===== src/rtl/stage_id_target_unit_if.sv =====
`default_nettype none
// +--------------------------------------------------------------------+
// | stage_id_target_unit_if: request/result bundle of the ID target unit |
// | rev 1.0                                                            |
// +--------------------------------------------------------------------+
interface stage_id_target_unit_if #(
   parameter int ADDR_WIDTH = 64,
   parameter int INST_WIDTH = 32
);
   logic                  in_valid;
   logic                  in_ready;
   logic [ADDR_WIDTH-1:0] pc;
   logic [INST_WIDTH-1:0] inst;
   logic [ADDR_WIDTH-1:0] data_a;
   logic                  flush;
   logic                  out_valid;
   logic                  out_ready;
   logic [ADDR_WIDTH-1:0] pc_next_seq;
   logic [ADDR_WIDTH-1:0] bra_addr;
   logic [ADDR_WIDTH-1:0] jal_addr;
   logic [ADDR_WIDTH-1:0] jalr_addr;
   logic [1:0]            kind;
   logic                  misalign;
   logic [ADDR_WIDTH-1:0] ras_pred_addr;
   logic                  ras_pred_valid;

   modport master (
      output in_valid, pc, inst, data_a, flush, out_ready,
      input  in_ready, out_valid, pc_next_seq, bra_addr, jal_addr, jalr_addr,
             kind, misalign, ras_pred_addr, ras_pred_valid
   );

   modport slave (
      input  in_valid, pc, inst, data_a, flush, out_ready,
      output in_ready, out_valid, pc_next_seq, bra_addr, jal_addr, jalr_addr,
             kind, misalign, ras_pred_addr, ras_pred_valid
   );
endinterface
`default_nettype wire


===== src/rtl/stage_id_target_unit.sv =====
`default_nettype none
// +--------------------------------------------------------------------+
// | stage_id_target_unit: ID-stage seq/branch/JAL/JALR targets + RAS     |
// | rev 1.0                                                            |
// +--------------------------------------------------------------------+
module stage_id_target_unit #(
   parameter int ADDR_WIDTH = 64,
   parameter int INST_WIDTH = 32,
   parameter int RAS_DEPTH  = 4,
   parameter int RVC_EN     = 0
) (
   input logic                  clk,
   input logic                  rst_n,
   stage_id_target_unit_if.slave bus
);
   localparam int PTR_W = (RAS_DEPTH > 1) ? $clog2(RAS_DEPTH) : 1;
   localparam int CNT_W = $clog2(RAS_DEPTH + 1);
   localparam logic [PTR_W-1:0] PTR_LAST = PTR_W'(RAS_DEPTH - 1);
   localparam logic [CNT_W-1:0] CNT_FULL = CNT_W'(RAS_DEPTH);
   localparam logic [1:0] KIND_NONE = 2'b00;
   localparam logic [1:0] KIND_BRA  = 2'b01;
   localparam logic [1:0] KIND_JAL  = 2'b10;
   localparam logic [1:0] KIND_JALR = 2'b11;

   logic                  compressed;
   logic                  in_ready_w, accept;
   logic [ADDR_WIDTH-1:0] b_imm, j_imm, i_imm;
   logic [ADDR_WIDTH-1:0] seq_w, bra_w, jal_w, jalr_w;
   logic [1:0]            kind_w;
   logic                  mis_sel, misalign_w;
   logic [4:0]            rd, rs1;
   logic                  rd_link, rs1_link, ras_push, ras_pop;
   logic                  unused_funct3;

   logic [ADDR_WIDTH-1:0] ras_q [RAS_DEPTH];
   logic [ADDR_WIDTH-1:0] ras_d [RAS_DEPTH];
   logic [PTR_W-1:0]      ras_top_q, ras_top_d, push_idx;
   logic [CNT_W-1:0]      ras_cnt_q, ras_cnt_d;
   logic                  pred_valid_w;
   logic [ADDR_WIDTH-1:0] pred_addr_w;

   logic                  out_valid_q, out_valid_d;
   logic [ADDR_WIDTH-1:0] seq_q, seq_d, bra_q, bra_d, jal_q, jal_d, jalr_q, jalr_d;
   logic [1:0]            kind_q, kind_d;
   logic                  misalign_q, misalign_d;
   logic [ADDR_WIDTH-1:0] pred_addr_q, pred_addr_d;
   logic                  pred_valid_q, pred_valid_d;

   if (RVC_EN != 0) begin : g_rvc
      assign compressed = (bus.inst[1:0] != 2'b11);
   end else begin : g_no_rvc
      assign compressed = 1'b0;
   end

   assign in_ready_w = !bus.flush && (!out_valid_q || bus.out_ready);
   assign accept     = bus.in_valid && in_ready_w;

   assign b_imm = {{(ADDR_WIDTH-13){bus.inst[31]}}, bus.inst[31], bus.inst[7],
                   bus.inst[30:25], bus.inst[11:8], 1'b0};
   assign j_imm = {{(ADDR_WIDTH-21){bus.inst[31]}}, bus.inst[31], bus.inst[19:12],
                   bus.inst[20], bus.inst[30:21], 1'b0};
   assign i_imm = {{(ADDR_WIDTH-12){bus.inst[31]}}, bus.inst[31:20]};

   assign seq_w  = bus.pc + (compressed ? ADDR_WIDTH'(2) : ADDR_WIDTH'(4));
   assign bra_w  = bus.pc + b_imm;
   assign jal_w  = bus.pc + j_imm;
   assign jalr_w = (bus.data_a + i_imm) & ~ADDR_WIDTH'(1);

   assign rd            = bus.inst[11:7];
   assign rs1           = bus.inst[19:15];
   assign rd_link       = (rd == 5'd1) || (rd == 5'd5);
   assign rs1_link      = (rs1 == 5'd1) || (rs1 == 5'd5);
   assign unused_funct3 = ^bus.inst[14:12];

   always_comb begin
      kind_w = KIND_NONE;
      if (!compressed) begin
         case (bus.inst[6:0])
            7'b1100011: kind_w = KIND_BRA;
            7'b1101111: kind_w = KIND_JAL;
            7'b1100111: kind_w = KIND_JALR;
            default:    kind_w = KIND_NONE;
         endcase
      end
   end

   // With compressed support every target is 2-byte aligned by construction.
   always_comb begin
      case (kind_w)
         KIND_BRA:  mis_sel = bra_w[1];
         KIND_JAL:  mis_sel = jal_w[1];
         KIND_JALR: mis_sel = jalr_w[1];
         default:   mis_sel = 1'b0;
      endcase
      misalign_w = (RVC_EN == 0) ? mis_sel : 1'b0;
   end

   // rd==rs1 (both link) is a push only; differing link regs pop then push.
   assign ras_push = ((kind_w == KIND_JAL) || (kind_w == KIND_JALR)) && rd_link;
   assign ras_pop  = (kind_w == KIND_JALR) && rs1_link && (!rd_link || (rd != rs1));

   always_comb begin
      ras_d        = ras_q;
      ras_top_d    = ras_top_q;
      ras_cnt_d    = ras_cnt_q;
      push_idx     = '0;
      pred_valid_w = 1'b0;
      pred_addr_w  = '0;
      if (accept) begin
         if (ras_pop && (ras_cnt_q != '0)) begin
            pred_valid_w = 1'b1;
            pred_addr_w  = ras_q[ras_top_q];
            ras_top_d    = (ras_top_q == '0) ? PTR_LAST : ras_top_q - 1'b1;
            ras_cnt_d    = ras_cnt_q - 1'b1;
         end
         if (ras_push) begin
            push_idx        = (ras_top_d == PTR_LAST) ? '0 : ras_top_d + 1'b1;
            ras_d[push_idx] = seq_w;
            ras_top_d       = push_idx;
            ras_cnt_d       = (ras_cnt_d == CNT_FULL) ? CNT_FULL : ras_cnt_d + 1'b1;
         end
      end
   end

   always_comb begin
      out_valid_d  = out_valid_q && !bus.out_ready && !bus.flush;
      seq_d        = seq_q;
      bra_d        = bra_q;
      jal_d        = jal_q;
      jalr_d       = jalr_q;
      kind_d       = kind_q;
      misalign_d   = misalign_q;
      pred_addr_d  = pred_addr_q;
      pred_valid_d = pred_valid_q;
      if (accept) begin
         out_valid_d  = 1'b1;
         seq_d        = seq_w;
         bra_d        = bra_w;
         jal_d        = jal_w;
         jalr_d       = jalr_w;
         kind_d       = kind_w;
         misalign_d   = misalign_w;
         pred_addr_d  = pred_addr_w;
         pred_valid_d = pred_valid_w;
      end
   end

   always_ff @(posedge clk or negedge rst_n) begin
      if (!rst_n) begin
         ras_q        <= '{default: '0};
         ras_top_q    <= '0;
         ras_cnt_q    <= '0;
         out_valid_q  <= 1'b0;
         seq_q        <= '0;
         bra_q        <= '0;
         jal_q        <= '0;
         jalr_q       <= '0;
         kind_q       <= KIND_NONE;
         misalign_q   <= 1'b0;
         pred_addr_q  <= '0;
         pred_valid_q <= 1'b0;
      end else begin
         ras_q        <= ras_d;
         ras_top_q    <= ras_top_d;
         ras_cnt_q    <= ras_cnt_d;
         out_valid_q  <= out_valid_d;
         seq_q        <= seq_d;
         bra_q        <= bra_d;
         jal_q        <= jal_d;
         jalr_q       <= jalr_d;
         kind_q       <= kind_d;
         misalign_q   <= misalign_d;
         pred_addr_q  <= pred_addr_d;
         pred_valid_q <= pred_valid_d;
      end
   end

   assign bus.in_ready       = in_ready_w;
   assign bus.out_valid      = out_valid_q;
   assign bus.pc_next_seq    = seq_q;
   assign bus.bra_addr       = bra_q;
   assign bus.jal_addr       = jal_q;
   assign bus.jalr_addr      = jalr_q;
   assign bus.kind           = kind_q;
   assign bus.misalign       = misalign_q;
   assign bus.ras_pred_addr  = pred_addr_q;
   assign bus.ras_pred_valid = pred_valid_q;
endmodule
`default_nettype wire


===== src/flat_wrapper.sv =====
// flat-port wrapper written by rule: the top's interface ports become plain ports
module stage_id_target_unit_flat 
#(
   parameter int ADDR_WIDTH = 64,
   parameter int INST_WIDTH = 32,
   parameter int RAS_DEPTH  = 4,
   parameter int RVC_EN     = 0
)
  (clk, rst_n, bus_in_valid, bus_pc, bus_inst, bus_data_a, bus_flush, bus_out_ready, bus_in_ready, bus_out_valid, bus_pc_next_seq, bus_bra_addr, bus_jal_addr, bus_jalr_addr, bus_kind, bus_misalign, bus_ras_pred_addr, bus_ras_pred_valid);
  stage_id_target_unit_if #(.ADDR_WIDTH(ADDR_WIDTH), .INST_WIDTH(INST_WIDTH)) bus_i ();
  input logic clk;
  input logic rst_n;
  input wire logic [$bits(bus_i.in_valid)-1:0] bus_in_valid;
  input wire logic [$bits(bus_i.pc)-1:0] bus_pc;
  input wire logic [$bits(bus_i.inst)-1:0] bus_inst;
  input wire logic [$bits(bus_i.data_a)-1:0] bus_data_a;
  input wire logic [$bits(bus_i.flush)-1:0] bus_flush;
  input wire logic [$bits(bus_i.out_ready)-1:0] bus_out_ready;
  output wire logic [$bits(bus_i.in_ready)-1:0] bus_in_ready;
  output wire logic [$bits(bus_i.out_valid)-1:0] bus_out_valid;
  output wire logic [$bits(bus_i.pc_next_seq)-1:0] bus_pc_next_seq;
  output wire logic [$bits(bus_i.bra_addr)-1:0] bus_bra_addr;
  output wire logic [$bits(bus_i.jal_addr)-1:0] bus_jal_addr;
  output wire logic [$bits(bus_i.jalr_addr)-1:0] bus_jalr_addr;
  output wire logic [$bits(bus_i.kind)-1:0] bus_kind;
  output wire logic [$bits(bus_i.misalign)-1:0] bus_misalign;
  output wire logic [$bits(bus_i.ras_pred_addr)-1:0] bus_ras_pred_addr;
  output wire logic [$bits(bus_i.ras_pred_valid)-1:0] bus_ras_pred_valid;
  assign bus_i.in_valid = bus_in_valid;
  assign bus_i.pc = bus_pc;
  assign bus_i.inst = bus_inst;
  assign bus_i.data_a = bus_data_a;
  assign bus_i.flush = bus_flush;
  assign bus_i.out_ready = bus_out_ready;
  assign bus_in_ready = bus_i.in_ready;
  assign bus_out_valid = bus_i.out_valid;
  assign bus_pc_next_seq = bus_i.pc_next_seq;
  assign bus_bra_addr = bus_i.bra_addr;
  assign bus_jal_addr = bus_i.jal_addr;
  assign bus_jalr_addr = bus_i.jalr_addr;
  assign bus_kind = bus_i.kind;
  assign bus_misalign = bus_i.misalign;
  assign bus_ras_pred_addr = bus_i.ras_pred_addr;
  assign bus_ras_pred_valid = bus_i.ras_pred_valid;
  stage_id_target_unit #(.ADDR_WIDTH(ADDR_WIDTH), .INST_WIDTH(INST_WIDTH), .RAS_DEPTH(RAS_DEPTH), .RVC_EN(RVC_EN)) u_core (.clk(clk), .rst_n(rst_n), .bus(bus_i));
endmodule

===== config.mk =====
export PLATFORM = sky130hd
export DESIGN_NAME = stage_id_target_unit_flat
export DESIGN_NICKNAME = d
export VERILOG_FILES = /design/src/rtl/stage_id_target_unit_if.sv /design/src/rtl/stage_id_target_unit.sv /design/src/flat_wrapper.sv
export SDC_FILE = /design/constraint.sdc
export NUM_CORES = 1
export LEC_CHECK = 0
export CAP_MARGIN = 0
export CORE_MARGIN = 4
export CORE_UTILIZATION = 55
export CTS_BUF_LIST = sky130_fd_sc_hd__clkbuf_16
export DETAILED_ROUTE_END_ITERATION = 16
export GPL_TIMING_DRIVEN = 1
export PLACE_DENSITY_LB_ADDON = 0.12
export RECOVER_POWER = 25
export SETUP_SLACK_MARGIN = 0.05
export SLEW_MARGIN = 10
export SYNTH_ARGS = -nofsm -noshare
export SYNTH_HDL_FRONTEND = slang
export SYNTH_SLANG_ARGS = --single-unit

===== constraint.sdc =====
create_clock -name clk -period 3.7 [get_ports clk]
set_input_delay 0.555 -clock clk [delete_from_list [all_inputs] [get_ports clk]]
set_output_delay 0.555 -clock clk [all_outputs]
set_load 0.01 [all_outputs]

==> results of run 1 <==
==> critical path: cells and delay by family <==
kind | cells | cell delay [ns]
compound gates | 7 | 1.43
simple gates | 2 | 0.41
buf+inv | 3 | 0.77
fa+ha+maj | 2 | 0.67
xor+xnor | 1 | 0.17
==> path summary, 6_finish.rpt <==
check	from	endpoint	slack, ns
setup / recovery	bus_inst[21]	u_core.bus.jal_addr[43]	0.19
hold / removal	rst_n	u_core.bus.ras_pred_addr[2]	0.41
setup reg to reg	u_core.ras_cnt_q[0]	u_core.ras_q[135]	0.58
hold reg to reg	u_core.bus.ras_pred_addr[1]	u_core.bus.ras_pred_addr[1]	0.46
max in group asynchronous	rst_n	u_core.bus.ras_pred_addr[49]	0.66
min in group clk	u_core.bus.ras_pred_addr[1]	u_core.bus.ras_pred_addr[1]	0.46
==> layout make-up <==
cell class,instances,area share [%]
inverters,52,0.452
repair buffers,910,19.1
multi-input cells,2798,39.9
well taps,773,2.24
clock buffers,62,3.59
flip-flops and latches,583,33.8
diodes,10,0.0579
clock inverters,52,0.886
==> cell families (layout without fill, tap and decap cells) <==
| family | Yosys count | after routing | synth area share [%] |
|---|---|---|---|
| simple gates | 1241 | 1241 | 16.4 |
| compound gates | 1090 | 1090 | 19.0 |
| flops | 583 | 583 | 44.4 |
| buf+inv | 271 | 1076 | 3.18 |
| xor+xnor | 242 | 242 | 6.45 |
| fa+ha+maj | 148 | 148 | 5.71 |
| mux | 76 | 76 | 4.80 |
| other cells | 1 | 11 | 0.0114 |
==> report_power, final <==
group	internal (mW)	switching, mW
logic	2.60	2.84
clock network	3.31	2.68
registers	6.98	0.477
==> sequential cells by signal, indices dropped and copies added (netlist names) <==
signal                     cells
u_core.bus.kind                2
u_core.bus.ras_pred_valid      1
u_core.bus.misalign            1
u_core.bus.bra_addr           63
u_core.ras_cnt_q               3
u_core.bus.jal_addr           64
u_core.ras_q                 256
u_core.bus.pc_next_seq        63
u_core.ras_top_q               2
u_core.bus.out_valid           1
u_core.bus.ras_pred_addr      64
u_core.bus.jalr_addr          63
==> per-stage QoR <==
stage               instance area (sq um)  setup TNS [ns]  worst slack [ns]  instances
floorplan                           32800               0             0.268       3652
global placement                    41300          -16.71            -0.448       5115
detailed placement                  41300          -22.42            -0.456       5115
CTS                                 43300               0             0.215       5230
global route                        43200               0            0.0829       5240
finish                              43200               0             0.188       5240
==> what timing repair did <==
action	CTS	global route
resized for setup	0	1
hold buffers	1	0
setup endpoints to repair	0	3
endpoints found under the hold margin	44	0
==> per-layer routing <==
metal	vias to the layer above	wire length [microns]	GRT usage (%)
met5	-	25	0
met4	4	4330	12.5
met3	222	9990	6.84
met2	1385	51400	54.1
met1	15100	48400	50.5
li1	14400	-	-
==> cells in the final DEF, fill, tap and decap left out, types with 22 or more instances in the layout <==
cell / n
nand2_1: 810
dfrtp_1: 581
clkdlybuf4s50_1: 487
o21ai_0: 479
buf_4: 397
a21oi_1: 190
ha_1: 145
o21ai_1: 139
xnor2_1: 133
nand3_1: 113
xor2_1: 109
nor2_1: 100
a21o_1: 92
inv_1: 66
mux4_2: 64
clkbuf_16: 62
nand4_1: 57
o21bai_1: 45
and3_1: 28
nor3_1: 26
a31oi_1: 22
==> results_dict.tcl, run 1 <==
set metrics [dict create \
    rr_worst_depth 12 \
    die_w_microns 252 \
    port_buffer_count 489 \
    distinct_cell_type_count_after_synthesis 81 \
    finalWeightedCongestion 1.05 \
    hpwl_microns 87100 \
    regArea_sq_mm 0.0146 \
    max_cap_violations 4 \
    multiInputGateArea_sq_mm 0.0173 \
    power_density_mw_per_mm2 437 \
    hold_viol 0 \
    vdd.ir_drop.worst_uv 428 \
    crit_arrival_ns 4.04 \
    synthesis.area_sq_mm 0.0328 \
    slew_headroom_pct -56.7 \
    setup_viol 0 \
    failed_checks "capacitance limit, slew limit" \
    post_synth_most_frequent_cells "815 x nand2_1, 583 x dfrtp_1, 479 x o21ai_0" \
    finalWirelength_microns 114000 \
    design.final.nets 4719 \
    run_status "finished with violations" \
    drt-pass1-iter-count 6 \
    synth_seq_area_share_pct 44.4 \
    fin_worst_hold_slack_ns 0.414 \
    synth-seq-cells 583 \
    cts.reportedPaths.clkPinSlew_ns 0.06 \
    final_period_minus_worst_setup_slack_ns 3.51 \
    crit_chain "clkdlybuf4s50_1, ha_1, fa_1, a21o_1, a21o_1, a2111oi_2, buf_4, o31a_1, o211ai_1, a21oi_1, buf_4, or2_1, nor2b_1, xor2_1, o21ai_1" \
    mean_number_of_vias_per_cell 5.93 \
    global_route.usage.total_pct 35.2 \
    chipHeight_microns 252 \
    p_leak_nw 19.8 \
    number_of_global_route_vias_before_repair 30400 \
    timing.critical_path.slowest_cell_delay_ns 0.44 \
    drc 0 \
    net_count_synth 3965 \
    clock_tree.buffer_depth 3 \
    start_kind "primary input" \
    utilization_after_layout_pct 73.2 \
    tightestPinTransition_ns 2.35 \
    synth_ff_type "dfrtp_1" \
    syn-mean-instance-area_sq_um 8.99 \
    first_iter_violations 2969 \
    design.die.area_sq_mm 0.0637 \
    final_min_period_over_clock_period_pct 94.9 \
    overflow 0 \
    synth_cells 3652 \
    grt_start_max_net_pins 107 \
    worst_endpoint_required_time_ns 4.23 \
    report.power.total_mw 18.9 \
    synth_to_final_area_change_pct 31.6 \
    clk_root_buffer_cell "clkbuf_16" \
    coreArea_sq_mm 0.0590 \
    critical_path_peak_fanout 5 \
    post_synth_main_area_contributors "dfrtp_1 44%, nand2_1 9.3%, o21ai_0 7.3%" \
    fmaxAchievable_mhz 285 \
    clkSinkCount 583 \
    antenna_found_initial 13 \
    worst_setup_end_kind "flop" \
    ios 491 \
    cts_max_level 2 \
    yosys_warnings 0 \
    proportion_of_netlist_area_held_by_the_largest_area_contributor_pct 44.4 \
    rsz0062_at_grt "false" \
    fin_skew_ns 0.0256 \
    postCtsSetupBuffers 0 \
    routed_via_count 31100 \
    synth_enable_flop_cells 0 \
    netlist.top_cell.by_area "dfrtp_1" \
    synth-async-reset-ratio_pct 100 \
    maxSlewViolCount 349 \
    final_layout_size_suffix_gt1_share_pct 13.8 \
    drt.antenna.violating_nets 0 \
    synth_most_common_cell "nand2_1" \
    initial_core_util_pct 55.6 \
    critical_path_class "in2reg" \
    critical-path-slowest-cell "clkdlybuf4s50_1" \
    worst_skew_pair.late_latency_ns 0.65 \
    cts_tree "yes" \
    hp-class "in2async" \
    avgRoutedWirePerCell_microns 21.8 \
    num_rows 89 \
    cts_inserted_buffers 61 \
    global_route_wire_length_before_repair_microns 175000 \
    layout.filler_cells 4553 \
]
(Power assumes the default switching activity.)
==> run 2: changes to the inputs <==
--- a/config.mk
+++ b/config.mk
@@ -6,7 +6,6 @@
 export NUM_CORES = 1
 export LEC_CHECK = 0
 export CAP_MARGIN = 0
-export CORE_MARGIN = 4
 export CORE_UTILIZATION = 55
 export CTS_BUF_LIST = sky130_fd_sc_hd__clkbuf_16
 export DETAILED_ROUTE_END_ITERATION = 16
@@ -14,6 +13,7 @@
 export PLACE_DENSITY_LB_ADDON = 0.12
 export RECOVER_POWER = 25
 export SETUP_SLACK_MARGIN = 0.05
+export SKIP_LAST_GASP = 1
 export SLEW_MARGIN = 10
 export SYNTH_ARGS = -nofsm -noshare
 export SYNTH_HDL_FRONTEND = slang
==> run 2 against run 1 <==
The flow still finishes with violations (capacitance limit, slew limit). Flip-flop and latch count did not move. Non-clock buffer count grew 52. Via count up 0.18%. Highest routed layer unchanged.
==> results_dict.tcl, run 2 (synthesized netlist as in run 1, its figures left out) <==
set metrics [dict create \
    final_period_minus_worst_setup_slack_ns 3.48 \
    overflow 0 \
    finalWeightedCongestion 0.998 \
    max_cap_violations 4 \
    crit_arrival_ns 3.97 \
    ios 491 \
    grt_start_max_net_pins 256 \
    first_iter_violations 2825 \
    fmaxAchievable_mhz 288 \
    drt-pass1-iter-count 7 \
    final.setup.worst_slack_ns 0.222 \
    start_kind "primary input" \
    largest_register_ffs 256 \
    clk_root_buffer_cell "clkbuf_16" \
    routed_via_count 31100 \
    chipHeight_microns 246 \
    mostFrequentLayoutCell "nand2_1" \
    critical_path_class "in2reg" \
    initial_core_util_pct 55.6 \
    p_leak_nw 20.2 \
    worst_skew_pair.late_latency_ns 0.63 \
    final_min_period_over_clock_period_pct 94.0 \
    synth_to_final_area_change_pct 33.7 \
    reg2reg_from "u_core.ras_cnt_q[0]" \
    rr_worst_depth 12 \
    postCtsSetupBuffers 0 \
    power_density_mw_per_mm2 449 \
    max_flop_register "u_core.ras_q" \
    clock_tree.buffer_depth 3 \
    port_buffer_count 489 \
    design.final.nets 4776 \
    global_route.usage.total_pct 37.2 \
    rsz0062_at_grt "false" \
    finalWirelength_microns 114000 \
    run_status "finished with violations" \
    utilization_after_layout_pct 74.4 \
    worst_endpoint_required_time_ns 4.19 \
    final_layout_size_suffix_gt1_share_pct 14.9 \
    cts.reportedPaths.clkPinSlew_ns 0.06 \
    setup.reg_to_reg.worst_slack_ns 0.50 \
    maxSlewViolCount 149 \
    design.die.area_sq_mm 0.0607 \
    hpwl_microns 86500 \
    global_route_wire_length_before_repair_microns 172000 \
    number_of_global_route_vias_before_repair 29800 \
    coreArea_sq_mm 0.0590 \
    regToRegEndpoint "u_core.ras_q[233]" \
    antenna_found_initial 19 \
    cts_inserted_buffers 66 \
    worst_setup_end_kind "flop" \
    setup_viol 0 \
    tightestPinTransition_ns 2.05 \
    layout.filler_cells 4436 \
    mean_number_of_vias_per_cell 5.87 \
    clkSinkCount 583 \
    report.power.total_mw 19.7 \
    critical_path_peak_fanout 3 \
    drc 0 \
    cts_max_level 3 \
    hp-class "in2async" \
    hold_viol 0 \
    num_rows 89 \
    avgRoutedWirePerCell_microns 21.4 \
    slew_headroom_pct -36.7 \
    final_cell_mix "810 x nand2_1, 581 x dfrtp_1, 486 x clkdlybuf4s50_1" \
    cts_tree "yes" \
    die_w_microns 246 \
    place_worst_setup_slack_ns -0.776 \
    vdd.ir_drop.worst_uv 421 \
    drt.antenna.violating_nets 0 \
    failed_checks "capacitance limit, slew limit" \
    fin_skew_ns 0.0236 \
]
-- run 2: cell types whose count changed in the layout (fill, tap and decap cells not counted), sizes merged --
| cell | previous run | this run |
|---|---|---|
| inv | 66 | 60 |
| dlygate4sd2 | 0 | 1 |
| dlymetal6s4s | 0 | 1 |
| clkinvlp | 3 | 1 |
| buf | 416 | 461 |
| clkdlybuf4s50 | 487 | 486 |
| bufinv | 4 | 8 |
| clkbuf | 68 | 78 |
| diode | 10 | 13 |
-- run 2: how the worst max path moves through the flow --
stage	start	endpoint	depth (start not counted)	slack (ns)
3_5_place_dp	bus_pc[1]	u_core.bus.jal_addr[43]	15	-0.78
2_1_floorplan	bus_inst[4]	u_core.ras_q[117]	14	0.27
5_1_grt	rst_n	u_core.bus.jal_addr[20]	3	0.1
4_1_cts	bus_inst[21]	u_core.bus.jal_addr[43]	15	0.13
6_report	bus_inst[21]	u_core.bus.jal_addr[43]	15	0.22
3_3_place_gp	bus_pc[1]	u_core.bus.jal_addr[43]	15	-0.67
-- run 2: metal layers --
metal | GRT usage (%) | vias up | share of wire (%) | wire length (microns)
li1 | - | 14500 | - | -
met1 | 53.1 | 15100 | 43 | 48800
met2 | 55.4 | 1324 | 44 | 50300
met3 | 8.04 | 224 | 8.6 | 9780
met4 | 14.4 | 12 | 4.0 | 4530
met5 | 0 | - | 0.078 | 89
-- run 2: timing repair --
item | 4_1_cts | 5_1_grt
pin swaps | 0 | 0
endpoints found under the hold margin | 3 | 0
hold buffers | 1 | 0
resized for setup | 1 | 3
endpoints found under the setup margin | 9 | 5
-- run 2: critical path, stage by stage --
cell	delay, ns
clkdlybuf4s50_1	0.44
ha_1	0.27
fa_1	0.40
a21o_1	0.17
a21o_1	0.19
a2111oi_2	0.39
buf_4	0.18
o31a_1	0.19
o211ai_1	0.19
a21oi_2	0.23
buf_4	0.15
or2_1	0.17
nor2b_1	0.19
xor2_1	0.18
o21ai_1	0.07
-- run 2: where the power goes --
part,internal [mW],switching (mW)
sequential,6.98,0.487
combinational,2.66,2.85
clock,3.86,2.86
-- run 2: through the flow --
step                cells  TNS (ns)  hold slack (ns)  area, sq um
floorplan            3652         0            0.259        32800
global placement     5167    -31.09            0.448        41800
detailed placement   5167    -46.86            0.455        41800
CTS                  5282         0            0.468        44000
global route         5295         0            0.479        43900
finish               5295         0            0.463        43900
-- run 2: final cells by class --
type,instances,area [sq um],area share (%)
multi-input cells,2798,17300,39.3
flip-flops and latches,583,14600,33.2
repair buffers,962,8640,19.7
clock buffers,66,1650,3.76
well taps,773,967,2.20
clock inverters,48,551,1.25
inverters,52,195,0.445
diodes,13,32.5,0.0741
